File: src/rtl/count_seq_if.sv
// Command/status bundle between a host sequencer and count_seq_ctrl.
interface count_seq_if #(
  parameter int WIDTH = 8
);
  logic             cmd_valid;
  logic             cmd_ready;
  logic [1:0]       cmd_op;
  logic [WIDTH-1:0] cmd_data;
  logic             cmd_mode;
  logic [WIDTH-1:0] qout;
  logic             tc_pulse;
  logic             busy;
  logic             done;

  modport master (
    output cmd_valid, cmd_op, cmd_data, cmd_mode,
    input  cmd_ready, qout, tc_pulse, busy, done
  );

  modport slave (
    input  cmd_valid, cmd_op, cmd_data, cmd_mode,
    output cmd_ready, qout, tc_pulse, busy, done
  );
endinterface

File: src/rtl/count_seq_ctrl.sv
// Command-driven up-counter sequencer (load/start/pause/stop, one-shot or periodic).
// Optional tick prescaler enabled by defining COUNT_SEQ_PRESCALE_EN.
//
// state   | meaning
// S_IDLE  | stopped, count cleared, waiting for START
// S_RUN   | counting one step per tick toward limit
// S_PAUSE | count frozen, START resumes, STOP returns to idle
// S_DONE  | one-shot reached limit, count held at limit
module count_seq_ctrl #(
  parameter int WIDTH    = 8,
  parameter int PRESCALE = 4
) (
  input  logic        clk,
  input  logic        reset,
  count_seq_if.slave  bus
);

  typedef enum logic [1:0] {
    S_IDLE  = 2'd0,
    S_RUN   = 2'd1,
    S_PAUSE = 2'd2,
    S_DONE  = 2'd3
  } state_t;

  localparam logic [1:0] OP_NOP   = 2'b00;
  localparam logic [1:0] OP_START = 2'b01;
  localparam logic [1:0] OP_STOP  = 2'b10;
  localparam logic [1:0] OP_LOAD  = 2'b11;

  if (PRESCALE < 1 || PRESCALE > 255) begin : g_bad_prescale
    $error("count_seq_ctrl: PRESCALE must be in 1..255");
  end

  state_t           r_state, w_state_nxt;
  logic [WIDTH-1:0] r_qout, w_qout_nxt;
  logic [WIDTH-1:0] r_limit, w_limit_nxt;
  logic             r_mode, w_mode_nxt;
  logic             r_tc, w_tc_nxt;
  logic             r_cmd_ready;
  logic             w_accept;
  logic             w_cmd_act;
  logic             w_tick;
  logic             w_pre_tc;
  logic             w_pre_clr;

  assign w_accept  = bus.cmd_valid && r_cmd_ready;
  // An accepted NOP leaves the tick alone; any real command steals it.
  assign w_cmd_act = w_accept && (bus.cmd_op != OP_NOP);
  assign w_tick    = (r_state == S_RUN) && !w_cmd_act && w_pre_tc;

`ifdef COUNT_SEQ_PRESCALE_EN
  localparam logic [7:0] PRE_LOAD = 8'(PRESCALE - 1);

  logic [7:0] r_pre_cnt;

  assign w_pre_tc = (r_pre_cnt == 8'd0);

  // Down-counter reloads on terminal count; frozen outside RUN so PAUSE keeps phase.
  always_ff @(posedge clk) begin
    if (reset || w_pre_clr) begin
      r_pre_cnt <= PRE_LOAD;
    end else if (r_state == S_RUN) begin
      if (r_pre_cnt == 8'd0) r_pre_cnt <= PRE_LOAD;
      else                   r_pre_cnt <= r_pre_cnt - 8'd1;
    end
  end
`else
  assign w_pre_tc = 1'b1;
`endif

  always_comb begin
    w_state_nxt = r_state;
    w_qout_nxt  = r_qout;
    w_limit_nxt = r_limit;
    w_mode_nxt  = r_mode;
    w_tc_nxt    = 1'b0;
    w_pre_clr   = 1'b0;

    if (w_accept) begin
      case (bus.cmd_op)
        OP_START: begin
          if (r_state == S_IDLE || r_state == S_DONE) begin
            w_qout_nxt  = '0;
            w_mode_nxt  = bus.cmd_mode;
            w_state_nxt = S_RUN;
            w_pre_clr   = 1'b1;
          end else if (r_state == S_PAUSE) begin
            w_state_nxt = S_RUN;
          end
        end
        OP_STOP: begin
          if (r_state == S_RUN) begin
            w_state_nxt = S_PAUSE;
          end else if (r_state == S_PAUSE) begin
            w_state_nxt = S_IDLE;
            w_qout_nxt  = '0;
          end
        end
        OP_LOAD: begin
          w_limit_nxt = bus.cmd_data;
          if (r_state != S_RUN) w_qout_nxt = '0;
          if (r_state == S_DONE) w_state_nxt = S_IDLE;
        end
        default: ;
      endcase
    end

    if (w_tick) begin
      if (r_qout == r_limit) begin
        w_tc_nxt = 1'b1;
        if (r_mode) w_qout_nxt  = '0;
        else        w_state_nxt = S_DONE;
      end else begin
        // Wraps modulo 2^WIDTH when a RUN-time LOAD dropped limit below qout.
        w_qout_nxt = r_qout + WIDTH'(1);
      end
    end
  end

  always_ff @(posedge clk) begin
    if (reset) begin
      r_state     <= S_IDLE;
      r_qout      <= '0;
      r_limit     <= '1;
      r_mode      <= 1'b0;
      r_tc        <= 1'b0;
      r_cmd_ready <= 1'b1;
    end else begin
      r_state     <= w_state_nxt;
      r_qout      <= w_qout_nxt;
      r_limit     <= w_limit_nxt;
      r_mode      <= w_mode_nxt;
      r_tc        <= w_tc_nxt;
      r_cmd_ready <= !w_accept;
    end
  end

  assign bus.cmd_ready = r_cmd_ready;
  assign bus.qout      = r_qout;
  assign bus.tc_pulse  = r_tc;
  assign bus.busy      = (r_state == S_RUN) || (r_state == S_PAUSE);
  assign bus.done      = (r_state == S_DONE);

endmodule

File: src/flat_wrapper.sv
// flat-port wrapper written by rule: the top's interface ports become plain ports
module count_seq_ctrl_flat 
#(
  parameter int WIDTH    = 8,
  parameter int PRESCALE = 4
)
  (clk, reset, bus_cmd_valid, bus_cmd_op, bus_cmd_data, bus_cmd_mode, bus_cmd_ready, bus_qout, bus_tc_pulse, bus_busy, bus_done);
  count_seq_if #(.WIDTH(WIDTH)) bus_i ();
  input  logic clk;
  input  logic reset;
  input wire logic [$bits(bus_i.cmd_valid)-1:0] bus_cmd_valid;
  input wire logic [$bits(bus_i.cmd_op)-1:0] bus_cmd_op;
  input wire logic [$bits(bus_i.cmd_data)-1:0] bus_cmd_data;
  input wire logic [$bits(bus_i.cmd_mode)-1:0] bus_cmd_mode;
  output wire logic [$bits(bus_i.cmd_ready)-1:0] bus_cmd_ready;
  output wire logic [$bits(bus_i.qout)-1:0] bus_qout;
  output wire logic [$bits(bus_i.tc_pulse)-1:0] bus_tc_pulse;
  output wire logic [$bits(bus_i.busy)-1:0] bus_busy;
  output wire logic [$bits(bus_i.done)-1:0] bus_done;
  assign bus_i.cmd_valid = bus_cmd_valid;
  assign bus_i.cmd_op = bus_cmd_op;
  assign bus_i.cmd_data = bus_cmd_data;
  assign bus_i.cmd_mode = bus_cmd_mode;
  assign bus_cmd_ready = bus_i.cmd_ready;
  assign bus_qout = bus_i.qout;
  assign bus_tc_pulse = bus_i.tc_pulse;
  assign bus_busy = bus_i.busy;
  assign bus_done = bus_i.done;
  count_seq_ctrl #(.WIDTH(WIDTH), .PRESCALE(PRESCALE)) u_core (.clk(clk), .reset(reset), .bus(bus_i));
endmodule
File: config.mk
export PLATFORM = sky130hd
export DESIGN_NAME = count_seq_ctrl_flat
export DESIGN_NICKNAME = d
export VERILOG_FILES = /design/src/rtl/count_seq_if.sv /design/src/rtl/count_seq_ctrl.sv /design/src/flat_wrapper.sv
export SDC_FILE = /design/constraint.sdc
export NUM_CORES = 1
export LEC_CHECK = 0
export CAP_MARGIN = 30
export CORE_ASPECT_RATIO = 0.75
export CORE_MARGIN = 4
export CORE_UTILIZATION = 50
export DETAILED_ROUTE_END_ITERATION = 10
export PLACE_DENSITY = 0.79
export SYNTH_ARGS = -nofsm -noshare
export SYNTH_HDL_FRONTEND = slang
export SYNTH_SLANG_ARGS = --single-unit
File: constraint.sdc
create_clock -name clk -period 2.6 [get_ports clk]
set_input_delay 0.52 -clock clk [delete_from_list [all_inputs] [get_ports clk]]
set_output_delay 0.52 -clock clk [all_outputs]
set_load 0.01 [all_outputs]
# Word-level counts from Yosys, hierarchy flattened
# Index checks and enable logic that the tools add are counted.
[classes]
bitwise_logic = 1
n_reduce_logical = 12
eq_ne = 8
add_sub_neg = 1
mux = 20
[ops]
columns = ["cell", "n"]
rows = [
  ["$mux 8", 8],
  ["$pmux 8 s3", 1],
  ["$mux 2", 9],
  ["$add 8x1->8 const B", 1],
  ["$eq 2x2->1 const B", 4],
  ["$eq 8x8->1", 1],
  ["$pmux 2 s3", 1],
  ["$eq 2x1->1 const B", 2],
  ["$logic_and 1x1->1", 3],
  ["$reduce_and 3->1", 1],
  ["$logic_not 1->1", 2],
  ["$logic_not 2->1", 1],
  ["$logic_or 1x1->1", 2],
  ["$ne 2x1->1 const B", 1],
  ["$reduce_and 2->1", 1],
  ["$reduce_bool 2->1", 1],
  ["$reduce_or 2->1", 1],
  ["$mux 1", 1],
  ["$not 1->1", 1],
]
[totals]
elab_cells = 48
register_bits = 21

# Depth between registers and ports, before layout
[depth]
ltp_word = 8
ltp_mapped = 7

# Worst setup path after synthesis
# OpenSTA, ideal clock, no wires.
[synth_path]
kind = "reg-to-reg"
start = "reg u_core.r_state[0]"
end = "reg u_core.r_qout[2] (netlist: u_core.bus.qout[2])"
arrival_time_ps = 1792
required_time_ps = 2478
slack_ps = 687
stages_incl_launch_ff = 8
cell_sequence = "dfxtp_1 > inv_1 > ha_1 > inv_1 > a21oi_1 > a211oi_1 > a311oi_4 > a221o_1"
[synth_via]
elab_chain_len = 8
[synth_rtl]
columns = ["element", "line_no", "text"]
rows = [
  ["start, declared", "count_seq_ctrl.sv:34", "state_t r_state, w_state_nxt;"],
  ["start signal, assigned", "count_seq_ctrl.sv:129", "r_state <= w_state_nxt;"],
  ["$eq 2x2->1 (tied with other cells)", "count_seq_ctrl.sv:94", "end else if (r_state == S_PAUSE) begin"],
  ["$mux 8 / $logic_or 1x1->1 (equally long branches)", "count_seq_ctrl.sv:94, count_seq_ctrl.sv:82", ""],
  ["$mux 8 (on tied branches)", "count_seq_ctrl.sv:92, count_seq_ctrl.sv:82", ""],
  ["$pmux 8 s3", "count_seq_ctrl.sv:80", "case (bus.cmd_op)"],
  ["$mux 8", "count_seq_ctrl.sv:79", "if (w_accept) begin"],
  ["$mux 8", "count_seq_ctrl.sv:111", "if (r_mode) w_qout_nxt = '0;"],
  ["$mux 8", "count_seq_ctrl.sv:109", "if (r_qout == r_limit) begin"],
  ["$mux 8 (*)", "count_seq_ctrl.sv:108", "if (w_tick) begin"],
  ["end signal, assigned", "count_seq_ctrl.sv:130", "r_qout <= w_qout_nxt;"],
  ["end, declared", "count_seq_ctrl.sv:35", "logic [WIDTH-1:0] r_qout, w_qout_nxt;"],
]
# Mark *: on every way between the ends. The rest lies on a longest branch, timed or not.
# A chain may end at the register's enable or synchronous reset.

# Worst setup path after layout
[layout_path]
start = "reg u_core.r_state[0]"
end = "out bus_busy"
[layout_via]
elab_chain_len = 2
[layout_rtl]
columns = ["element", "line_no", "text"]
rows = [
  ["$eq 2x1->1 / $eq 2x2->1 (equally long branches)", "count_seq_ctrl.sv:141", "assign bus.busy = (r_state == S_RUN) || (r_state == S_PAUSE);"],
  ["$logic_or 1x1->1 (*)", "count_seq_ctrl.sv:141", ""],
  ["end, declared", "flat_wrapper.sv:18", "output wire logic [$bits(bus_i.busy)-1:0] bus_busy;"],
]
# Marked as above.

==> impl_metrics.csv <==
group,metric,value,unit
status,status,"finished clean",
sta,min_period,2.38,ns
sta,slew_viol_final,0,
sta,rsz0062_at_grt,"no",
sta,slew_headroom,0.640,
worst_setup_path,critPathKind,"reg -> out",
synth,async_reset_ff_frac,0,
synth,yosysTopAreaCell,"dfxtp_1",
die,core,2310,um^2
global_routing,antenna_found_initial,0,
worst_setup_path,crit_arrival,1.86,ns
worst_setup_path,r2r_setup_slack,0.51,ns
placement,io_buffers,25,
detailed_routing,via_per_inst,5.27,
finish,antenna_cells,0,
worst_setup_path,r2r-start,"u_core.r_state[0]",
sta,setup_viol,0,
detailed_routing,drt_iter0_markers,39,
synth,synth.top_cell.area_share,0.344,
die,initial_utilization,0.530,
synth,ys.flop_type,"dfxtp_1",
global_routing,grt_usage,0.167,
clocking,ctsResizeCount,0,
synth,yosys-top-cells-count,"25 x nand2_1, 21 x dfxtp_1, 11 x nand3b_1",
placement,gp_congestion,0.756,
clocking,clkSlewWorstSetupHoldPaths,0.11,ns
synth,ys_seq_elements,21,
synth,synth_most_common_cell,"nand2_1",
worst_hold_path,min_from,"u_core.r_limit[7]",
global_routing,overflow,0,
global_routing,grt_max_degree,14,
detailed_routing,num_vias,1032,
synth,synth_nets,157,
finish,synthToLayoutAreaGrowth,25.9,%
die,die_y,50.8,um
synth,yosys-top-cells-area,"dfxtp_1 34%, ha_1 8.2%, nand2_1 7.7%",
sta,worst_pin_slew,0.532,ns
sta,fmax,419,MHz
clocking,cts-root-buf,"clkbuf_4",
finish,utilization,0.667,
worst_hold_path,hold_depth,2,
detailed_routing,wl_per_cell,13.1,um
worst_setup_path,endpoint_kind,"primary output",
worst_hold_path,worstHoldPathType,"reg -> reg",
detailed_routing,drc,0,
worst_setup_path,required,2.08,ns
worst_setup_path,worst_setup_path_start_kind,"flop",
worst_setup_path,reg2reg_depth,7,
clocking,cts_max_level,1,
placement,post-dp-hpwl,1980,um
detailed_routing,dr.pass1.iters,4,
synth,yosys.cell_types.count,34,
global_routing,grt_pass1_wl,4260,um
synth,synth.avg_cell_area,9.05,um^2
sta,hold_viol_final,0,
clocking,cts_inserted_buffers,3,
sta,clock_skew,0.00253,ns
finish,fillers,197,
sta,post-route-period-util,0.917,
power_and_ir_drop,ir_drop,0.000296,V
die,die_area,3310,um^2
die,pin_count,26,
worst_setup_path,worstReg2RegEnd,"u_core.bus.qout[2]",
power_and_ir_drop,powerDensity,387,nW/um^2
worst_setup_path,critPathMaxFanout,6,
synth,syn_inst,135,
clocking,cts.path.max_buffers,2,
synth,yosysWarnings,0,
clocking,clk-insertion-delay-late,0.30,ns
detailed_routing,antenna_left,0,
worst_hold_path,min_to,"u_core.r_limit[7]",
finish,nets,185,
die,row_count,15,
clocking,post-cts-setup-buffers,0,
clocking,cts_hold_buf,0,
die,die_x,65.1,um
sta,fin_setup_tns,0,ns
flow_run,max_cap_viol_count,0,
synth,synth_edf_count,0,
finish,drive_above_1_share,0.111,
detailed_routing,drt-total-wl,2570,um
synth,syn-cell-area,1220,um^2
synth,synth_seq_area_share,0.344,
global_routing,first_global_vias,937,
power_and_ir_drop,power.leakage,0.634,nW
clocking,cts_tree,"done",
clocking,cts.sinks,21,
==> report_power, final <==
group | switching [mW] | internal, mW | leakage [nW]
Sequential | 0.00914 | 0.332 | 0.171
Clock | 0.0950 | 0.0599 | 0.0150
Combinational | 0.0487 | 0.0505 | 0.448
==> cells by family after synthesis <==
family / count (synthesis) / share of synthesized area
buf+inv: 9 / 0.0328
mux: 3 / 0.0266
simple gates: 67 / 0.323
fa+ha+maj: 8 / 0.0819
xor+xnor: 8 / 0.0573
flops: 21 / 0.344
compound gates: 19 / 0.134
==> routing by layer <==
metal / global-route usage / vias up / share of wire
li1: - / 527 / -
met1: 0.228 / 482 / 0.51
met2: 0.261 / 23 / 0.44
met3: 0.0462 / 0 / 0.044
met4: 0.0414 / 0 / 0
met5: 0 / - / 0
==> stage by stage <==
stage	hold slack, ns	instances	total power [mW]	cell area, um^2	setup slack (ns)
2_1_floorplan	0.458	135	0.404	1220	0.687
3_3_place_gp	0.467	192	0.443	1510	0.302
3_5_place_dp	0.476	192	0.446	1510	0.221
4_1_cts	0.493	196	0.597	1540	0.222
5_1_grt	0.526	196	0.624	1540	0.106
6_report	0.488	196	0.595	1540	0.216
==> flip-flops by register name, indices dropped and copies added (netlist names) <==
register and cells:
u_core.bus.cmd_ready 1, u_core.bus.qout 8, u_core.bus.tc_pulse 1, u_core.r_limit 8
u_core.r_mode 1, u_core.r_state 2
==> worst max-delay path by stage <==
stage	startpoint	endpoint	slack [ns]	depth (start not counted)
detailed placement	bus_cmd_op[0]	u_core.bus.qout[2]	0.22	5
global route	u_core.r_state[0]	bus_busy	0.11	3
global placement	bus_cmd_op[0]	u_core.bus.qout[2]	0.30	5
finish	u_core.r_state[0]	bus_busy	0.22	3
floorplan	u_core.r_state[0]	u_core.bus.qout[2]	0.69	7
CTS	u_core.r_state[0]	bus_busy	0.22	3
==> placed cells by master (no fill, tap or decap), types with 3 or more instances in the layout <==
| master | Yosys | routed |
|---|---|---|
| buf_4 | 1 | 3 |
| and3_1 | 5 | 5 |
| a221o_1 | 3 | 3 |
| ha_1 | 8 | 8 |
| nor2_1 | 7 | 7 |
| clkbuf_4 | 0 | 3 |
| nand2_1 | 25 | 25 |
| clkdlybuf4s50_1 | 0 | 25 |
| nor2b_1 | 3 | 3 |
| dfxtp_1 | 21 | 21 |
| or2_2 | 3 | 3 |
| nand3b_1 | 11 | 11 |
| xor2_1 | 8 | 8 |
| a21oi_1 | 4 | 4 |
| inv_1 | 4 | 4 |
==> critical path: stages, from the launching register on <==
cell,delay [ns]
dfxtp_1,0.46
inv_1,0.12
ha_1,0.40
clkdlybuf4s50_1,0.57
==> area by class of cell <==
type / count / area, um^2 / share of cell area
clock buffer: 4 / 26.3 / 0.0171
inverter: 4 / 15.0 / 0.00976
sequential: 21 / 420 / 0.273
tap: 34 / 42.5 / 0.0276
timing repair buffer: 28 / 273 / 0.177
multi-input combinational: 105 / 762 / 0.495
No activity file was read; power rests on OpenSTA's default activity.
